===== src/rtl/mdu_pkg.sv =====
// rtl/mdu_pkg.sv - shared op and state encodings for the multiply/divide unit
package mdu_pkg;

  localparam int MDU_WIDTH = 32;

  // Same encodings are decoded from funct 0x18..0x1B by the control unit.
  typedef enum logic [1:0] {
    MDU_MULT  = 2'd0,
    MDU_MULTU = 2'd1,
    MDU_DIV   = 2'd2,
    MDU_DIVU  = 2'd3
  } mdu_op_e;

  typedef enum logic [1:0] {
    IDLE  = 2'd0,
    CALC  = 2'd1,
    FIXUP = 2'd2,
    DONE  = 2'd3
  } mdu_state_e;

endpackage


===== src/rtl/mult_div_unit.sv =====
// rtl/mult_div_unit.sv - iterative multiply/divide unit owning the HI/LO registers
module mult_div_unit
  import mdu_pkg::*;
#(
  parameter int WIDTH = MDU_WIDTH,
  parameter int ITER  = MDU_WIDTH
) (
  input  logic             clk,
  input  logic             reset,
  input  logic             start,
  input  logic [1:0]       op,
  input  logic [WIDTH-1:0] rs_val,
  input  logic [WIDTH-1:0] rt_val,
  input  logic             mthi,
  input  logic             mtlo,
  output logic             busy,
  output logic             done,
  output logic             div_by_zero,
  output logic [WIDTH-1:0] hi,
  output logic [WIDTH-1:0] lo
);

  localparam int CNT_W = $clog2(ITER) + 1;
  localparam logic [CNT_W-1:0] LAST_ITER = CNT_W'(ITER - 1);

  mdu_state_e state, state_next;

  logic [CNT_W-1:0]   cnt;
  logic [2*WIDTH-1:0] acc;
  logic [WIDTH-1:0]   operand;
  logic [WIDTH-1:0]   rs_hold;
  logic               is_div, neg_res, neg_rem, dz;

  logic               accept, move_ok;
  logic               in_signed, in_div, a_neg, b_neg;
  logic [WIDTH-1:0]   a_mag, b_mag;

  assign accept  = start && (state == IDLE || state == DONE);
  assign move_ok = !start && (state == IDLE || state == DONE);

  // Unsigned ops keep raw operands; signed ops iterate on magnitudes.
  assign in_signed = (op == MDU_MULT) || (op == MDU_DIV);
  assign in_div    = (op == MDU_DIV) || (op == MDU_DIVU);
  assign a_neg     = in_signed && rs_val[WIDTH-1];
  assign b_neg     = in_signed && rt_val[WIDTH-1];
  assign a_mag     = a_neg ? -rs_val : rs_val;
  assign b_mag     = b_neg ? -rt_val : rt_val;

  // Multiply step: acc = {partial product, remaining multiplier bits}.
  logic [WIDTH:0]     mul_upper;
  logic [2*WIDTH-1:0] mul_next;
  assign mul_upper = acc[0] ? ({1'b0, acc[2*WIDTH-1:WIDTH]} + {1'b0, operand})
                            : {1'b0, acc[2*WIDTH-1:WIDTH]};
  assign mul_next  = {mul_upper, acc[WIDTH-1:1]};

  // Restoring divide step: acc = {remainder, dividend shifting into quotient}.
  logic [WIDTH:0]     rem_shift, rem_diff;
  logic [2*WIDTH-1:0] div_next;
  assign rem_shift = {acc[2*WIDTH-1:WIDTH], acc[WIDTH-1]};
  assign rem_diff  = rem_shift - {1'b0, operand};
  assign div_next  = rem_diff[WIDTH] ? {rem_shift[WIDTH-1:0], acc[WIDTH-2:0], 1'b0}
                                     : {rem_diff[WIDTH-1:0],  acc[WIDTH-2:0], 1'b1};

  logic [2*WIDTH-1:0] prod;
  logic [WIDTH-1:0]   quo, rem, fix_hi, fix_lo;

  always_comb begin
    prod   = neg_res ? -acc : acc;
    quo    = acc[WIDTH-1:0];
    rem    = acc[2*WIDTH-1:WIDTH];
    fix_hi = prod[2*WIDTH-1:WIDTH];
    fix_lo = prod[WIDTH-1:0];
    if (is_div) begin
      if (dz) begin
        fix_hi = rs_hold;
        fix_lo = '1;
      end else begin
        fix_hi = neg_rem ? -rem : rem;
        fix_lo = neg_res ? -quo : quo;
      end
    end
  end

  always_comb begin
    state_next = state;
    case (state)
      IDLE, DONE: state_next = start ? CALC : IDLE;
      CALC:       if (cnt == LAST_ITER) state_next = FIXUP;
      FIXUP:      state_next = DONE;
      default:    state_next = IDLE;
    endcase
  end

  always_ff @(posedge clk) begin
    if (reset) begin
      state       <= IDLE;
      cnt         <= '0;
      acc         <= '0;
      operand     <= '0;
      rs_hold     <= '0;
      is_div      <= 1'b0;
      neg_res     <= 1'b0;
      neg_rem     <= 1'b0;
      dz          <= 1'b0;
      hi          <= '0;
      lo          <= '0;
      busy        <= 1'b0;
      done        <= 1'b0;
      div_by_zero <= 1'b0;
    end else begin
      state       <= state_next;
      busy        <= (state_next == CALC) || (state_next == FIXUP);
      done        <= (state_next == DONE);
      div_by_zero <= (state_next == DONE) && dz;
      if (accept) begin
        cnt     <= '0;
        acc     <= in_div ? {{WIDTH{1'b0}}, a_mag} : {{WIDTH{1'b0}}, b_mag};
        operand <= in_div ? b_mag : a_mag;
        rs_hold <= rs_val;
        is_div  <= in_div;
        neg_res <= a_neg ^ b_neg;
        neg_rem <= a_neg;
        dz      <= in_div && (rt_val == '0);
      end else if (state == CALC) begin
        cnt <= cnt + 1'b1;
        acc <= is_div ? div_next : mul_next;
      end else if (state == FIXUP) begin
        hi <= fix_hi;
        lo <= fix_lo;
      end else if (move_ok) begin
        if (mthi) hi <= rs_val;
        if (mtlo) lo <= rs_val;
      end
    end
  end

endmodule


===== config.mk =====
export PLATFORM = sky130hd
export DESIGN_NAME = mult_div_unit
export DESIGN_NICKNAME = d
export VERILOG_FILES = /design/src/rtl/mdu_pkg.sv /design/src/rtl/mult_div_unit.sv
export SDC_FILE = /design/constraint.sdc
export NUM_CORES = 1
export LEC_CHECK = 0
export ABC_AREA = 1
export BUFFER_PORTS_ARGS = -buffer_cell sky130_fd_sc_hd__buf_2
export CORE_MARGIN = 3
export CORE_UTILIZATION = 39
export CTS_CLUSTER_DIAMETER = 150
export DETAILED_ROUTE_END_ITERATION = 7
export HOLD_SLACK_MARGIN = 0.03
export SLEW_MARGIN = 20
export SYNTH_ARGS = -nofsm -noshare
export SYNTH_HDL_FRONTEND = slang
export SYNTH_SLANG_ARGS = --single-unit

===== constraint.sdc =====
create_clock -name clk -period 4.13 [get_ports clk]
set_input_delay 0.826 -clock clk [delete_from_list [all_inputs] [get_ports clk]]
set_output_delay 0.826 -clock clk [all_outputs]
set_load 0.01 [all_outputs]

==> results by stage <==
CTS:
- The number of H-tree branching levels is 1.
- TritonCTS built the clock tree.
- The number of gates given a new drive strength after cts is 0.
- The later pin in the worst-skew pair is clocked with a latency of 0.57 ns.
- The number of buffers inserted to repair setup after CTS is 0.
- The longest clock path from root to sink contains 3 buffers.
- The total clock sinks is 207.
- Clock tree synthesis selected as its root buffer the cell sky130_fd_sc_hd__clkbuf_16.
- Buffers inserted to repair hold after CTS numbered 0.
- The number of clock buffers added by TritonCTS is 26.
- The clock transition at the registers of the reported paths is 0.06 ns.

Routing:
- In this run, the number of DRC markers left after iteration 0 of detailed routing was 2990.
- The via count is 23716.
- Using the TritonRoute via totals, the vias-per-cell ratio works out to 5.51.
- The average detailed-routed wire length per instance is 20.5 microns.
- The routed wire length is 88400 microns.
- The number of remaining DRC errors is 0.
- The count of nets left with antenna violations after detail routing is 0.
- The first detailed-routing pass took 6 iterations.

STA:
- The shortest clock period the worst path allows after layout is 3.06 ns.
- For the pin with the worst max-slew slack, the measured transition is 1.05 ns.
- The number of hold violations in the final report came to 0.
- Setup repair after global routing left no endpoint under its margin.
- Headroom to the max-slew limit came out at 30.0%.
- The count of pins over their slew limit came to 0.
- Timing would allow up to 326 MHz.
- The share of the clock period used by the worst path after layout is 74.2%.
- Adding up every negative setup slack in the final design gives 0 ns.
- The setup skew after layout is 0.00866 ns.
- Setup violations remaining at the end of the flow were counted as 0.

Cells and area:
- The net count of the finished layout is 3758.
- The growth of design area from synthesis to finish is 9.89%.
- The post-route netlist has 8.18% of its cells at a drive strength greater than 1.
- The finished cells cover 0.0219 sq mm.
- 0 antenna diodes ended up in the layout.
- The share of the core filled with cells is 43.5%.

Setup path:
- The worst setup path is captured at a flip-flop.
- STA puts the critical path data arrival time at 3.49 ns.
- The startpoint type of the worst setup path is a flip-flop.
- The type of the worst setup path is flip-flop to flip-flop.
- Along the worst path, the maximum fanout reaches 32.
- STA puts the critical path data required time at 4.56 ns.
- The number of cells on the worst reg-to-reg path is 19.

Power:
- The power per cell area is 326 mW/mm^2.
- The maximum vdd ir drop is 0.295 mV.
- The static power due to leakage is 11.1 nW.

Yosys:
- After synthesis, the cell types taking the most area are sky130_fd_sc_hd__dfxtp_1 21%, sky130_fd_sc_hd__nand2_1 20%, sky130_fd_sc_hd__inv_1 9.2%.
- After synthesis, the share of flip-flops with an asynchronous set or reset is 0%.
- Of all cell types, the one taking the most synthesized area is sky130_fd_sc_hd__dfxtp_1.
- The most instantiated library cell after synthesis is sky130_fd_sc_hd__nand2_1.
- After synthesis the netlist holds a flip-flop and latch count of 207.
- Counting every net in the synthesized netlist gives 3722.
- During synthesis, Yosys emitted a total of 0 warnings.
- The top cell type's share of synthesized area is 20.8%.
- The most used flip-flop cell after synthesis is sky130_fd_sc_hd__dfxtp_1.
- The number of different library cells used by synthesis comes to 55.
- The average cell area after synthesis is 5.58 sq um.
- The commonest cells after synthesis are 1047 x sky130_fd_sc_hd__nand2_1, 490 x sky130_fd_sc_hd__inv_1, 354 x sky130_fd_sc_hd__nor2_1.
- The area of the mapped netlist is 0.0200 sq mm.
- The synthesized instance count is 3577.
- The number of synthesized flops with an enable pin is 0.
- Sequential cells were found to cover 20.8% of the synthesized design area.

Global routing:
- Entering global routing, the biggest net connects 98 pins.
- The global-route wire length before repair is 130000 microns.
- The number of global-route vias before repair is 21202.
- The total track usage is 31.5%.
- The total overflow left after global routing is 0.
- The number of antenna violations at the first check in global routing is 0.

Floorplanning:
- The floorplan step defined a die boundary enclosing 0.0539 sq mm.
- Once the floorplan was initialized, standard cells occupied 39.6% of the core.
- The die is 232 microns wide.
- The floorplan step set the die height to 232 microns.
- The initialized floorplan defines 82 standard-cell rows.
- The area of the core is 0.0504 sq mm.
- The I/O pin total is 138.

Place:
- The routability congestion estimate is 1.05.
- The total of buffers placed on input and output ports is 137.
- The wire-length estimate of the detail-placed layout is 70000 microns.
- Once placement finished, the instance area stood at 0.0211 sq mm.

Run status:
- The flow ran to the end, and the final reports show no timing, DRC or antenna violations.

Hold path:
- Counting instances, the worst hold path has a depth of 2.
- In this run the worst hold path is classified as flip-flop to flip-flop.

Run:
- The max-cap check violation count is 0.
logic make-up after synthesis:
logic type,after synthesis,share of synthesized area (%)
AO/OA/AOI/OAI,740,20.1
XOR/XNOR,74,3.25
adder cells (fa/ha/maj),74,4.71
buffers and inverters,662,13.0
flip-flops,207,20.8
AND/OR/NAND/NOR,1820,38.2
worst paths after layout:
kind / start / end / slack [ns]
worst max-delay path: acc[31]$_SDFFE_PP0N_ / acc[60]$_SDFFE_PP0N_ / 1.07
worst max register to register: acc[31]$_SDFFE_PP0N_ / acc[60]$_SDFFE_PP0N_ / 1.07
worst min register to register: rs_hold[24]$_SDFFE_PP0P_ / rs_hold[24]$_SDFFE_PP0P_ / 0.46
worst min-delay path: rs_hold[24]$_SDFFE_PP0P_ / rs_hold[24]$_SDFFE_PP0P_ / 0.46
worst max-delay path: stages, from the launching register on:
cell,delay (ns)
sky130_fd_sc_hd__dfxtp_1,0.49
sky130_fd_sc_hd__inv_1,0.10
sky130_fd_sc_hd__ha_1,0.24
sky130_fd_sc_hd__fa_1,0.46
sky130_fd_sc_hd__inv_1,0.16
sky130_fd_sc_hd__nand3_2,0.08
sky130_fd_sc_hd__nand2_2,0.14
sky130_fd_sc_hd__nand2_2,0.07
sky130_fd_sc_hd__nand2_2,0.10
sky130_fd_sc_hd__nand2_2,0.06
sky130_fd_sc_hd__nand2_2,0.08
sky130_fd_sc_hd__nand2_2,0.07
sky130_fd_sc_hd__nand2_2,0.08
sky130_fd_sc_hd__nand2_2,0.06
sky130_fd_sc_hd__nand2_4,0.35
sky130_fd_sc_hd__nand2_1,0.10
sky130_fd_sc_hd__nand2_1,0.08
sky130_fd_sc_hd__nand2_1,0.05
sky130_fd_sc_hd__nand2_1,0.09
sky130_fd_sc_hd__a21oi_1,0.06
where the power goes:
part,internal [mW],switching (mW)
sequential,2.13,0.178
clock,1.37,1.01
combinational,0.718,1.74
total,4.22,2.92
state kept, by name, indices dropped and copies added (netlist names):
signal,flops
acc,64
hi,32
lo,32
operand,32
rs_hold,32
cnt,6
state,2
busy,1
div_by_zero,1
done,1
dz,1
is_div,1
neg_rem,1
neg_res,1
metrics by stage:
stage | setup WS [ns] | hold WS (ns) | cells | total power, mW
final | 1.07 | 0.457 | 4305 | 7.14
after global routing | 0.843 | 0.469 | 4305 | 7.49
after CTS | 1.11 | 0.455 | 4305 | 7.10
after detailed placement | 1.13 | 0.446 | 4257 | 4.74
after global placement | 1.22 | 0.441 | 4257 | 4.74
after floorplan | 1.74 | 0.430 | 3577 | 3.94
metal layers:
layer | part of all wire [%] | routed length (microns) | GRT usage [%]
met5 | 0 | 0 | 0
met4 | 3.9 | 3480 | 11.0
met3 | 9.7 | 8580 | 5.21
met2 | 43 | 38000 | 48.7
met1 | 43 | 38300 | 44.3
layout make-up:
type	count	area, sq um
inverters	504	1890
clock inverters	12	103
repair buffers	166	916
flip-flops and latches	207	4150
clock buffers	36	769
well taps	672	841
multi-input cells	2708	13300
fillers	5663	28400
cells in the final DEF (no fill, tap or decap), types with 9 or more instances in the layout:
cell	synthesis	final
sky130_fd_sc_hd__or2_2	12	12
sky130_fd_sc_hd__nor3_1	34	34
sky130_fd_sc_hd__o211ai_1	32	32
sky130_fd_sc_hd__nand2_1	1047	1046
sky130_fd_sc_hd__a21oi_2	10	10
sky130_fd_sc_hd__xnor2_1	21	21
sky130_fd_sc_hd__a221oi_1	9	9
sky130_fd_sc_hd__o21bai_1	9	9
sky130_fd_sc_hd__buf_2	25	137
sky130_fd_sc_hd__nand3b_1	19	19
sky130_fd_sc_hd__buf_4	1	28
sky130_fd_sc_hd__inv_2	11	11
sky130_fd_sc_hd__nor2_1	354	352
sky130_fd_sc_hd__nand4_1	38	38
sky130_fd_sc_hd__inv_1	490	489
sky130_fd_sc_hd__o21ai_0	284	284
sky130_fd_sc_hd__a21oi_1	336	336
sky130_fd_sc_hd__nand2_2	11	12
sky130_fd_sc_hd__dfxtp_1	207	205
sky130_fd_sc_hd__nor2_2	11	11
sky130_fd_sc_hd__ha_1	72	71
sky130_fd_sc_hd__clkbuf_16	0	27
sky130_fd_sc_hd__xor2_1	53	53
sky130_fd_sc_hd__o21ai_1	15	15
sky130_fd_sc_hd__nand3_1	259	259
Note: power is estimated with default switching activity, not from simulation.
